**config.mk**
```make
export PLATFORM = sky130hd
export DESIGN_NAME = branch_hazard_scoreboard
export DESIGN_NICKNAME = d
export VERILOG_FILES = /design/src/rtl/branch_hazard_scoreboard.sv
export SDC_FILE = /design/constraint.sdc
export NUM_CORES = 1
export LEC_CHECK = 0
export BUFFER_PORTS_ARGS = -buffer_cell sky130_fd_sc_hd__buf_2
export CORE_MARGIN = 5
export CORE_UTILIZATION = 49
export DETAILED_ROUTE_END_ITERATION = 6
export GPL_ROUTABILITY_DRIVEN = 0
export PLACE_DENSITY_LB_ADDON = 0.05
export REMOVE_ABC_BUFFERS = 1
export SETUP_SLACK_MARGIN = 0.02
export SYNTH_ARGS = -nofsm -noshare
export SYNTH_HDL_FRONTEND = slang
export SYNTH_SLANG_ARGS = --single-unit
```
**constraint.sdc**
```tcl
create_clock -name clk -period 3.1 [get_ports clk]
set_input_delay 0.465 -clock clk [delete_from_list [all_inputs] [get_ports clk]]
set_output_delay 0.465 -clock clk [all_outputs]
set_load 0.005 [all_outputs]
```
**src/rtl/branch_hazard_scoreboard.sv**
```systemverilog
// ID-stage hazard unit: branch/load-use stalls and ID branch forwarding selects, combinational from the stage inputs.
// Multi-cycle memory waits are held by a registered FSM with a sticky timeout flag and a saturating stall-cycle counter.
module branch_hazard_scoreboard #(
   parameter int REG_AW     = 5,
   parameter int NUM_SRC    = 2,
   parameter int LD_TIMEOUT = 16,
   parameter int CNT_W      = 16
) (
   input  logic                        clk,
   input  logic                        rst,
   input  logic                        flush,
   input  logic                        id_valid,
   input  logic                        id_branch,
   input  logic [NUM_SRC-1:0]          id_src_used,
   input  logic [NUM_SRC*REG_AW-1:0]   id_src_addr,
   input  logic                        id2ex_reg_write,
   input  logic                        id2ex_mem_read,
   input  logic [REG_AW-1:0]           id2ex_wr_addr,
   input  logic                        ex2mem_reg_write,
   input  logic                        ex2mem_mem_read,
   input  logic [REG_AW-1:0]           ex2mem_wr_addr,
   input  logic                        mem_busy,
   input  logic                        mem2wb_reg_write,
   input  logic [REG_AW-1:0]           mem2wb_wr_addr,
   output logic                        stall,
   output logic                        stall_beq,
   output logic                        stall_ld,
   output logic [2*NUM_SRC-1:0]        br_fwd_sel,
   output logic                        err_timeout,
   output logic [CNT_W-1:0]            stall_count
);

   localparam int WCW = $clog2(LD_TIMEOUT) + 1;
   localparam logic [WCW-1:0] WAIT_LAST = WCW'(LD_TIMEOUT - 1);

   typedef enum logic {IDLE = 1'b0, LD_WAIT = 1'b1} state_t;

   state_t           state, state_nxt;
   logic [WCW-1:0]   wait_cnt, wait_cnt_nxt;
   logic             err_nxt;

   logic [NUM_SRC-1:0] mx, lx, mm, lm, mw;
   logic               beq_c, ld_c, wait_c, block;

   genvar g;
   for (g = 0; g < NUM_SRC; g++) begin : g_src
      logic [REG_AW-1:0] src;
      logic              act;

      assign src   = id_src_addr[g*REG_AW +: REG_AW];
      assign act   = id_valid & id_src_used[g] & (src != '0);
      assign mx[g] = act & id2ex_reg_write & (id2ex_wr_addr == src);
      assign lx[g] = mx[g] & id2ex_mem_read;
      assign mm[g] = act & ex2mem_reg_write & (ex2mem_wr_addr == src);
      assign lm[g] = mm[g] & ex2mem_mem_read;
      assign mw[g] = act & mem2wb_reg_write & (mem2wb_wr_addr == src);

      // A MEM-stage ALU result is newer than WB data, so it wins.
      assign br_fwd_sel[2*g +: 2] = (rst | !id_branch | stall) ? 2'b00 :
                                    (mm[g] & !ex2mem_mem_read) ? 2'b01 :
                                    mw[g]                      ? 2'b10 : 2'b00;
   end

   assign beq_c     = id_branch & (|(mx | lm));
   assign ld_c      = |lx;
   assign wait_c    = (state == LD_WAIT) & mem_busy;
   assign block     = rst | flush;
   assign stall_beq = beq_c & !block;
   assign stall_ld  = (ld_c | wait_c) & !block;
   assign stall     = stall_beq | stall_ld;

   always_comb begin
      state_nxt    = state;
      wait_cnt_nxt = wait_cnt;
      err_nxt      = err_timeout;
      if (state == IDLE) begin
         if (ex2mem_mem_read & mem_busy & !flush) begin
            state_nxt    = LD_WAIT;
            wait_cnt_nxt = '0;
         end
      end else begin
         if (flush | !mem_busy) begin
            state_nxt = IDLE;
         end else if (wait_cnt == WAIT_LAST) begin
            // Counter parks at its last value; the error flag is sticky anyway.
            err_nxt = 1'b1;
         end else begin
            wait_cnt_nxt = wait_cnt + 1'b1;
         end
      end
   end

   always_ff @(posedge clk) begin
      if (rst) begin
         state       <= IDLE;
         wait_cnt    <= '0;
         err_timeout <= 1'b0;
      end else begin
         state       <= state_nxt;
         wait_cnt    <= wait_cnt_nxt;
         err_timeout <= err_nxt;
      end
   end

   always_ff @(posedge clk) begin
      if (rst) begin
         stall_count <= '0;
      end else if (stall && (stall_count != {CNT_W{1'b1}})) begin
         stall_count <= stall_count + 1'b1;
      end
   end

endmodule
```
# [After elaboration in Yosys (flattened, before gate mapping)]
# Index checks and enable logic that the tools add are counted.
[word_totals] register_bits=23 in_bits=38 out_inout_bits=24
[classes] addsub=2 n_eq_ne=10 n_mux=13 bitwise_logic=36 n_reduce_logical=13
[ops] cell="5-bit == test" count=6
[ops] cell="1-bit bitwise AND" count=28
[ops] cell="5-bit two-way mux" count=4
[ops] cell="16-bit by 1-bit adder with 16-bit output (second input constant)" count=1
[ops] cell="16-bit inequality test (second input constant)" count=1
[ops] cell="2-bit two-way mux" count=6
[ops] cell="5-bit nonzero test" count=2
[ops] cell="1-bit OR" count=6
[ops] cell="3-bit AND reduction" count=2
[ops] cell="5-bit by 1-bit adder with 5-bit output (second input constant)" count=1
[ops] cell="5-bit by 4-bit == test with 1-bit output (second input constant)" count=1
[ops] cell="1-bit logical NOT" count=5
[ops] cell="2-bit inequality test (second input constant)" count=2
[ops] cell="2-bit OR reduction" count=2
[ops] cell="1-bit two-way mux" count=3
[ops] cell="2-bit OR" count=1
[ops] cell="2-bit nonzero test" count=1
[ops] cell="1-bit logical AND" count=1
[ops] cell="1-bit inverter" count=1

# [Depth between registers and ports, before layout]
# Gate-level depths: netlist of the first run.
[depth] depth_word=12 ltp_mapped=9

# [Worst setup path after synthesis of the first run]
# No wires, ideal clock.
[synth_path] path_kind="input -> output" start="input port id_src_addr[5]" end="output port br_fwd_sel[1]" arrival_ns=2.283 required_ns=2.635 path_slack_ns=0.352 stages=7 path_buffers=0 cell_sequence="or4_1 > o21ai_2 > or4_4 > a21o_4 > nand3_2 > or4b_1 > nor3_1"
[synth_via] elab_chain_len=12 word_cells_on_any_way=20 cone_classes="2 x eq/ne; 1 x mux; 14 x bitwise; 3 x reduce/logical"
[synth_rtl] element="start: declaration" line_no="15" source="input logic [NUM_SRC*REG_AW-1:0] id_src_addr,"
[synth_rtl] element="5-bit nonzero test" line_no="51" source="assign act = id_valid & id_src_used[g] & (src != '0);"
[synth_rtl] element="1-bit bitwise AND" line_no="51"
[synth_rtl] element="1-bit bitwise AND (2 in a row)" line_no="54" source="assign mm[g] = act & ex2mem_reg_write & (ex2mem_wr_addr == src);"
[synth_rtl] element="1-bit bitwise AND" line_no="55" source="assign lm[g] = mm[g] & ex2mem_mem_read;"
[synth_rtl] element="2-bit OR" line_no="64" source="assign beq_c = id_branch & (|(mx | lm));"
[synth_rtl] element="2-bit OR reduction" line_no="64"
[synth_rtl] element="1-bit bitwise AND" line_no="64"
[synth_rtl] element="1-bit bitwise AND" line_no="68" source="assign stall_beq = beq_c & !block;"
[synth_rtl] element="1-bit OR *" line_no="70" source="assign stall = stall_beq | stall_ld;"
[synth_rtl] element="via stall" line_no="25" source="output logic stall,"
[synth_rtl] element="1-bit OR *" line_no="59" source="assign br_fwd_sel[2*g +: 2] = (rst | !id_branch | stall) ? 2'b00 :"
[synth_rtl] element="2-bit two-way mux *" line_no="59"
[synth_rtl] element="end: declaration" line_no="28" source="output logic [2*NUM_SRC-1:0] br_fwd_sel,"
# Mark *: on every way through the listed nets, which the timed path passes. The rest lies on a longest branch.

# [Worst setup path after layout of the first run]
[layout_path] start="input port id_src_addr[5]" end="output port br_fwd_sel[1]"
[layout_via] elab_chain_len=12 word_cells_on_any_way=20 cone_classes="2 x eq/ne; 1 x mux; 14 x bitwise; 3 x reduce/logical"
[layout_rtl] element="5-bit nonzero test" line_no="51"
[layout_rtl] element="1-bit bitwise AND" line_no="51"
[layout_rtl] element="1-bit bitwise AND (2 in a row)" line_no="54"
[layout_rtl] element="1-bit bitwise AND" line_no="55"
[layout_rtl] element="2-bit OR" line_no="64"
[layout_rtl] element="2-bit OR reduction" line_no="64"
[layout_rtl] element="1-bit bitwise AND" line_no="64"
[layout_rtl] element="1-bit bitwise AND" line_no="68"
[layout_rtl] element="1-bit OR *" line_no="70"
[layout_rtl] element="1-bit OR *" line_no="59"
[layout_rtl] element="2-bit two-way mux *" line_no="59"
# Mark *: on every way between the ends. The rest lies on a longest branch, timed or not.

==> results of run 1 <==
## report_power, final
part	switching, mW	total [mW]	leakage (nW)	internal (mW)
sequential	0.00180	0.299	0.185	0.298
combinational	0.0574	0.109	0.648	0.0517
clock	0.0880	0.136	0.0177	0.0481
total	0.147	0.545	0.852	0.397
## synth_stat cells, types with 4 or more instances
cell type	instances	area share [%]
sky130_fd_sc_hd__inv_1	4	0.94
sky130_fd_sc_hd__nor2_1	14	3.3
sky130_fd_sc_hd__dfxtp_1	23	29
sky130_fd_sc_hd__o31ai_1	4	1.9
sky130_fd_sc_hd__xor2_1	13	7.1
sky130_fd_sc_hd__xnor2_1	21	11
sky130_fd_sc_hd__nand2_1	16	3.8
sky130_fd_sc_hd__o21ai_0	9	2.8
sky130_fd_sc_hd__or3_1	7	2.7
sky130_fd_sc_hd__a21oi_1	14	4.4
sky130_fd_sc_hd__nand2b_1	4	1.6
sky130_fd_sc_hd__nor4_1	5	2.0
sky130_fd_sc_hd__nand4_1	8	3.1
sky130_fd_sc_hd__or4_1	6	2.8
sky130_fd_sc_hd__nand3_1	4	1.3
## kinds of logic (layout without fill, tap and decap cells)
family	after synthesis	in the layout
flip-flops	23	23
XOR/XNOR	34	34
adder cells (fa/ha/maj)	3	3
buffers and inverters	8	73
AND/OR/NAND/NOR	84	84
AO/OA/AOI/OAI	38	38
multiplexers	3	3
## how the worst max path moves through the flow
stage	start	end	slack, ps	cells past startpoint
floorplan	id_src_addr[5]	br_fwd_sel[1]	350	7
global placement	id_src_addr[5]	br_fwd_sel[1]	110	9
detailed placement	id_src_addr[0]	br_fwd_sel[1]	90	9
CTS	id_src_addr[0]	br_fwd_sel[1]	80	9
global route	id_src_addr[5]	br_fwd_sel[1]	50	9
finish	id_src_addr[5]	br_fwd_sel[1]	130	9
## routing by layer
metal  part of all wire (%)  wire [microns]  vias to the layer above
met1                     40            1660                      745
li1                       -               -                      844
met5                      0               0                        -
met2                     52            2120                       39
met3                    7.5             307                        2
met4                   0.24              10                        0
## timing repair
item | in CTS | in global routing
gates resized for setup | 0 | 6
buffers inserted | 0 | 2
setup endpoints to repair | 0 | 2
endpoints found under the hold margin | 0 | 0
## area by class of cell
cell class / count / area (sq um) / area share, %
multi-input cells: 162 / 1130 / 55.9
flip-flops and latches: 23 / 460 / 22.7
repair buffers: 65 / 335 / 16.6
well taps: 44 / 55.1 / 2.72
clock buffers: 3 / 22.5 / 1.11
inverters: 4 / 15.0 / 0.741
clock inverters: 1 / 5.00 / 0.247
## sequential cells by signal, summed over array words and instances (netlist names)
signal / count
state: 1
stall_count: 16
err_timeout: 1
wait_cnt: 5
## stage by stage
| step | util (%) | worst slack (ps) | power [mW] | cells | cell area (sq um) |
|---|---|---|---|---|---|
| 2_1_floorplan | - | 352 | 0.357 | 189 | 1580 |
| 3_3_place_gp | 62.9 | 115 | 0.411 | 296 | 1950 |
| 3_5_place_dp | 62.9 | 87.4 | 0.412 | 296 | 1950 |
| 4_1_cts | 63.8 | 78.5 | 0.550 | 300 | 1980 |
| 5_1_grt | 65.3 | 45.3 | 0.577 | 302 | 2030 |
| 6_report | 65.3 | 131 | 0.545 | 302 | 2030 |
## worst reg2reg max path, cell delays in order, from the launching register on
cell	delay, ps
sky130_fd_sc_hd__dfxtp_1	360
sky130_fd_sc_hd__and4_1	240
sky130_fd_sc_hd__and4_1	250
sky130_fd_sc_hd__nand3_1	190
sky130_fd_sc_hd__nor2_1	90
sky130_fd_sc_hd__a31o_2	360
sky130_fd_sc_hd__or4_1	510
sky130_fd_sc_hd__a21oi_1	150
==> results.cfg, run 1 <==
[status]
status = finished clean

[clock_network]
numCtsBuffers = 3
insertion_delay_ps = 310
clock_sink_count = 23
cts_buffer_depth = 2
cts_tree = built
cts_max_level = 1
cts.root.buffer_cell = sky130_fd_sc_hd__clkbuf_4
path_clk_slew_ps = 110
post_cts_hold_buffer_count = 0

[sta]
finalCritPeriodShare_pct = 95.8
timing.fmax_ghz = 0.337
final_max_slew_viol_count = 0
timing.final.hold_violations = 0
setup_violations = 0
hold_slack_ps = 463
grt_setup_unrepaired = false
worstMarginPinSlew_ps = 593
final.setup.tns_ps = 0
maxSlewHeadroom_pct = 60.1
skew_ps = 14.5
final.min_clock_period_ps = 2970

[drt]
wire_per_inst_microns = 13.6
drt.antenna.violating_nets = 0
dr.first_iter.drc_count = 66
routed_via_density = 5.40
drcViolationCount = 0
routed-via-count = 1630
routed_wirelength_microns = 4100
detail_route.first_pass.iterations = 4

[layout]
insertedDiodeCount = 0
mostFrequentLayoutCells = sky130_fd_sc_hd__buf_2, sky130_fd_sc_hd__dfxtp_1, sky130_fd_sc_hd__xnor2_1
mostFrequentLayoutCell = sky130_fd_sc_hd__buf_2
layout.nets = 300
area_growth_pct = 26.6
layout-drive-gt1-share_pct = 32.2
fillCellCount = 299

[worst_setup_path]
worst-endpoint-required_ps = 2630
critPathArrivalTime_ps = 2500
crit_buf_inv = 2
slowest_delay_ps = 540
reg2regPathDepth = 7
worstReg2RegStart = stall_count[5]
r2r_end = stall_count[7]
r2r_slack_ps = 880
crit_path_top_delay_cell = sky130_fd_sc_hd__or4_4
critical_path_sink_type = output pin
crit_path_max_fanout = 4
crit_chain = buf_2, or4_4, o21ai_4, or4_4, a21o_4, nand3_2, or4b_4, nor3_2, buf_2
path_class = input port to output pin
critPathLaunchType = input port
path_delay_family = simple AND/OR/NAND/NOR gates

[global_routing]
gr-usage-met3_pct = 6.49
groute.layer.met2.usage_pct = 35.3
grt-busiest-layer = met2
grt_max_degree = 25
global_route.usage.met1_pct = 20.8
antenna_found_initial = 0
grt_pass1_wl_microns = 6690
global_route.overflow_total = 0
grt_pass1_vias = 1559
grt_util_all_layers_pct = 18.7

[floorplan]
floorplan.initialDensity_pct = 51.6
rows = 20
core_area_sq_um = 3100
ioPinCount = 62
design.die.area_sq_um = 4510
chipWidth_microns = 67.1
die_h_microns = 67.1

[yosys]
synth-main-ff-cell = sky130_fd_sc_hd__dfxtp_1
synth_enable_flop_cells = 0
ys_seq_elements = 23
combinational_family_with_the_most_area_after_synthesis = simple AND/OR/NAND/NOR gates
yosys.area_share.xor_xnor_pct = 18.6
muxShareOfSynthArea_pct = 1.88
post_synth_inst_count = 193
synth-simple-area-share_pct = 30.4
yosys.cell_types.count = 42
synth_area_per_cell_sq_um = 8.29
syn_area_sq_um = 1600
synth-compound-area-share_pct = 15.6
synthAdderAreaFrac_pct = 2.35
postSynth.asyncResetShare_pct = 0
synth.yosys.seq_area_share_pct = 28.8
ys.warnings.count = 0

[hold_path]
worst_hold_path_type = input port to flip-flop
worstHoldStart = ex2mem_mem_read
whs_endpoint = state
whs_path_depth = 3

[placed_design]
io_buffer_count = 61
place.detailed.hpwl_microns = 3300

[run]
max-cap-violations = 0

[power]
power.ir.vdd_worst_uv = 166
power.static_leakage_nw = 0.852
p_per_area_nw_per_um2 = 269
(Power assumes the default switching activity.)
==> inputs of run 2 (changes only) <==
Settings changed: CAP_MARGIN set to 20, CORE_UTILIZATION 49 to 50, CTS_BUF_LIST set to sky130_fd_sc_hd__clkbuf_4.
==> results.cfg, run 2 (same netlist as run 1, synthesis figures left out) <==
[status]
status = finished clean

[global_routing]
grt_pass1_vias = 1534
grt_util_all_layers_pct = 18.9
global_route.overflow_total = 0
antenna_found_initial = 0
grt_pass1_wl_microns = 6700
grt_max_degree = 25

[sta]
timing.fmax_ghz = 0.333
grt_setup_unrepaired = false
worstMarginPinSlew_ps = 488
timing.final.hold_violations = 0
finalCritPeriodShare_pct = 97.0
skew_ps = 2.22
final.setup.tns_ps = 0
maxSlewHeadroom_pct = 67.5
final_max_slew_viol_count = 0
setup_violations = 0
final.min_clock_period_ps = 3010

[placed_design]
dpl-instance-area_sq_um = 1950
io_buffer_count = 61
place.detailed.hpwl_microns = 3270

[drt]
detail_route.first_pass.iterations = 4
routed_wirelength_microns = 4080
dr.first_iter.drc_count = 89
routed_via_density = 5.46
routed-via-count = 1644
drcViolationCount = 0
wire_per_inst_microns = 13.5
drt.antenna.violating_nets = 0

[floorplan]
ioPinCount = 62
chipWidth_microns = 66.6
core_area_sq_um = 3050
floorplan.initialDensity_pct = 52.4
design.die.area_sq_um = 4430
die_h_microns = 66.6
rows = 20

[hold_path]
worst_hold_path_type = input port to flip-flop
whs_path_depth = 3
worstHoldStart = ex2mem_mem_read
whs_endpoint = state

[worst_setup_path]
critPathArrivalTime_ps = 2540
r2r_slack_ps = 880
critPathLaunchType = input port
critical_path_sink_type = output pin
path_class = input port to output pin
worstReg2RegStart = stall_count[5]
crit_path_max_fanout = 4
r2r_end = stall_count[7]
reg2regPathDepth = 7
worst-endpoint-required_ps = 2630

[power]
power.ir.vdd_worst_uv = 161
finalPower_mw = 0.545
power_frac_clock_pct = 24.9
power.static_leakage_nw = 0.847
p_per_area_nw_per_um2 = 270
switching_share_pct = 27.0
comb_power_share_pct = 20.1
netSwitchingPower_mw = 0.147
p_int_mw = 0.397
p_seq_share_pct = 55.0

[clock_network]
path_clk_slew_ps = 120
cts_buffer_depth = 2
cts_tree = built
numCtsBuffers = 3
cts.root.buffer_cell = sky130_fd_sc_hd__clkbuf_4
insertion_delay_ps = 300
clock_sink_count = 23
cts_max_level = 1

[layout]
post_route_cell_area_sq_um = 2020
largest_registers = stall_count: 16 flops, wait_cnt: 5 flops
mostFrequentLayoutCell = sky130_fd_sc_hd__buf_2
mostFrequentLayoutCells = sky130_fd_sc_hd__buf_2, sky130_fd_sc_hd__dfxtp_1, sky130_fd_sc_hd__xnor2_1
area_growth_pct = 26.1
largest_register_ffs = 16
layout.nets = 299
insertedDiodeCount = 0
register_containing_the_most_flip_flops_in_the_final_layout = stall_count
layout-drive-gt1-share_pct = 31.9

[run]
max-cap-violations = 0
run 2: cell count changes in the layout (fill, tap and decap cells not counted), sizes merged:
cell	before	now
buf	65	64
run 2: worst max-delay path by stage:
stage                               from             to  slack [ps]  cells past startpoint
after floorplan           id_src_addr[5]  br_fwd_sel[1]         350                      7
after global placement    id_src_addr[5]  br_fwd_sel[1]         100                      9
after detailed placement  id_src_addr[0]  br_fwd_sel[3]          50                      9
after CTS                 id_src_addr[0]  br_fwd_sel[3]          40                      9
after global routing      id_src_addr[5]  br_fwd_sel[1]          20                      9
final                     id_src_addr[5]  br_fwd_sel[1]          90                      9
run 2: per-layer routing:
metal	track usage, %	vias up	wire (microns)	part of all wire, %
met5	0	-	0	0
met4	4.06	0	31	0.76
met3	5.06	4	281	6.9
met2	32.7	47	2000	49
met1	23.2	752	1770	43
li1	-	841	-	-
run 2: repair_timing:
| item | CTS | global route |
|---|---|---|
| gates resized for setup | 0 | 6 |
| endpoints found under the hold margin | 0 | 0 |
| hold buffers | 0 | 0 |
| setup buffers | 0 | 1 |
| endpoints found under the setup margin | 0 | 2 |
run 2: cell type report:
| type | instances | area, sq um |
|---|---|---|
| Multi-Input combinational cell | 162 | 1130 |
| Tap cell | 44 | 55.1 |
| Inverter | 4 | 15.0 |
| Sequential cell | 23 | 460 |
| Fill cell | 299 | 1030 |
| Clock buffer | 3 | 22.5 |
| Clock inverter | 1 | 5.00 |
| Timing Repair Buffer | 64 | 328 |
run 2: critical path, cell delays in order:
cell and delay, ps:
sky130_fd_sc_hd__buf_2 140, sky130_fd_sc_hd__or4_4 550, sky130_fd_sc_hd__o21ai_4 210, sky130_fd_sc_hd__or4_4 170, sky130_fd_sc_hd__a21o_4 130, sky130_fd_sc_hd__nand3_2 90, sky130_fd_sc_hd__or4b_4 510, sky130_fd_sc_hd__nor3_2 150
sky130_fd_sc_hd__buf_2 130
run 2: through the flow:
step	utilization (%)	setup WS, ps	instances	hold slack [ps]
6_report	66.1	92.6	301	467
5_1_grt	66.1	19.1	301	527
4_1_cts	64.8	43.0	300	454
3_5_place_dp	63.9	45.2	296	457
3_3_place_gp	63.9	100	296	459
2_1_floorplan	-	352	189	461
run 2: power by group through the flow:
| stage | combinational (mW) | sequential [mW] | clock [mW] |
|---|---|---|---|
| 3_5_place_dp | 0.105 | 0.306 | 0 |
| 5_1_grt | 0.120 | 0.300 | 0.154 |
| 6_report | 0.109 | 0.299 | 0.136 |
| 4_1_cts | 0.105 | 0.300 | 0.146 |
| 3_3_place_gp | 0.106 | 0.306 | 0 |
| 2_1_floorplan | 0.0509 | 0.306 | 0 |
==> inputs of run 3 (changes only) <==
Settings changed: CORE_UTILIZATION 50 to 54.
Clock period 3.1 ns to 3.75 ns, I/O delays scaled along.
==> results.cfg, run 3 (same netlist as run 1, synthesis figures left out) <==
[floorplan]
ioPinCount = 62
chipWidth_microns = 64.4
rows = 19
floorplan.initialDensity_pct = 57.0
design.die.area_sq_um = 4150
die_h_microns = 64.4
core_area_sq_um = 2810

[sta]
worst_slack_ps = 501
finalCritPeriodShare_pct = 86.6
timing.final.hold_violations = 0
final.min_clock_period_ps = 3250
final_max_slew_viol_count = 0
final.setup.tns_ps = 0
setup_violations = 0
grt_setup_unrepaired = false
skew_ps = 9.52
timing.fmax_ghz = 0.308
maxSlewHeadroom_pct = 68.0
worstMarginPinSlew_ps = 480

[hold_path]
worst_hold_path_type = flip-flop to flip-flop

[drt]
routed_via_density = 5.47
routed-via-count = 1563
drcViolationCount = 0
detail_route.first_pass.iterations = 4
drt.antenna.violating_nets = 0
routed_wirelength_microns = 3960
dr.first_iter.drc_count = 93
wire_per_inst_microns = 13.8

[clock_network]
post_cts_hold_buffer_count = 0
cts_tree = built
clock_sink_count = 23
cts.root.buffer_cell = sky130_fd_sc_hd__clkbuf_4
cts_max_level = 1
postcts_resize_cnt = 0
cts_buffer_depth = 2
insertion_delay_ps = 310
path_clk_slew_ps = 120
numCtsBuffers = 3
post_cts.repair.setup_buffers = 0

[layout]
register_containing_the_most_flip_flops_in_the_final_layout = stall_count
largest_registers = stall_count: 16 flops, wait_cnt: 5 flops
mostFrequentLayoutCell = sky130_fd_sc_hd__buf_2
largest_register_ffs = 16
multi_input_area_sq_um = 1100
insertedDiodeCount = 0
area_growth_pct = 22.2
fillCellCount = 246
seq_area_sq_um = 460
layout-drive-gt1-share_pct = 29.4
layout.nets = 297
mostFrequentLayoutCells = sky130_fd_sc_hd__buf_2, sky130_fd_sc_hd__dfxtp_1, sky130_fd_sc_hd__xnor2_1

[worst_setup_path]
critical_path_sink_type = output pin
worst-endpoint-required_ps = 3190
crit_path_max_fanout = 5
path_class = input port to output pin
r2r_slack_ps = 1520
critPathArrivalTime_ps = 2690
critPathLaunchType = input port

[placed_design]
place_ws_ps = 507
io_buffer_count = 61
place.detailed.hpwl_microns = 3240

[run]
max-cap-violations = 0

[global_routing]
global_route.overflow_total = 0
grt_util_all_layers_pct = 20.2
grt_pass1_vias = 1545
antenna_found_initial = 0
grt_max_degree = 25
grt_pass1_wl_microns = 6840

[power]
power.ir.vdd_worst_uv = 184
p_per_area_nw_per_um2 = 230
power.static_leakage_nw = 0.833

[status]
status = finished clean
run 3: cell types whose count changed in the layout (fill, tap and decap cells not counted), sizes merged:
cell  change
buf       -2
run 3: critical path, cell delays in order:
cell and delay (ps):
sky130_fd_sc_hd__buf_2 130, sky130_fd_sc_hd__or4_1 530, sky130_fd_sc_hd__o21ai_2 170, sky130_fd_sc_hd__nor4_1 110
sky130_fd_sc_hd__o22ai_2 180, sky130_fd_sc_hd__nand3_2 140, sky130_fd_sc_hd__or4b_1 540, sky130_fd_sc_hd__nor3_1 180
sky130_fd_sc_hd__buf_2 140
run 3: power breakdown:
group / total (mW) / switching (mW) / internal (mW)
Sequential: 0.248 / 0.00154 / 0.246
Combinational: 0.0868 / 0.0453 / 0.0416
Clock: 0.115 / 0.0749 / 0.0398
Total: 0.449 / 0.122 / 0.327
run 3: final timing paths:
check                                     from        endpoint  cells past startpoint
worst max-delay path            id_src_addr[0]   br_fwd_sel[1]                      9
worst min-delay path               err_timeout     err_timeout                      2
worst max register to register  stall_count[4]  stall_count[7]                      7
worst min register to register     err_timeout     err_timeout                      2
run 3: cell type report:
cell class | count | area share, %
Clock buffer | 3 | 1.15
Clock inverter | 1 | 0.256
Inverter | 4 | 0.768
Multi-Input combinational cell | 162 | 56.3
Sequential cell | 23 | 23.5
Tap cell | 31 | 1.98
Timing Repair Buffer | 62 | 16.0
run 3: through the flow:
stage	hold slack (ps)	area, sq um	utilization, %	total power [mW]	cells
floorplan	461	1580	-	0.295	189
global placement	458	1930	68.7	0.339	282
detailed placement	454	1930	68.7	0.340	282
CTS	485	1960	69.7	0.453	286
global route	523	1960	69.7	0.476	286
finish	480	1960	69.7	0.449	286
run 3: metal layers:
metal / GRT usage (%) / part of all wire (%)
met1: 23.8 / 43
met2: 33.9 / 47
met3: 7.25 / 7.5
met4: 7.12 / 1.6
met5: 0 / 0
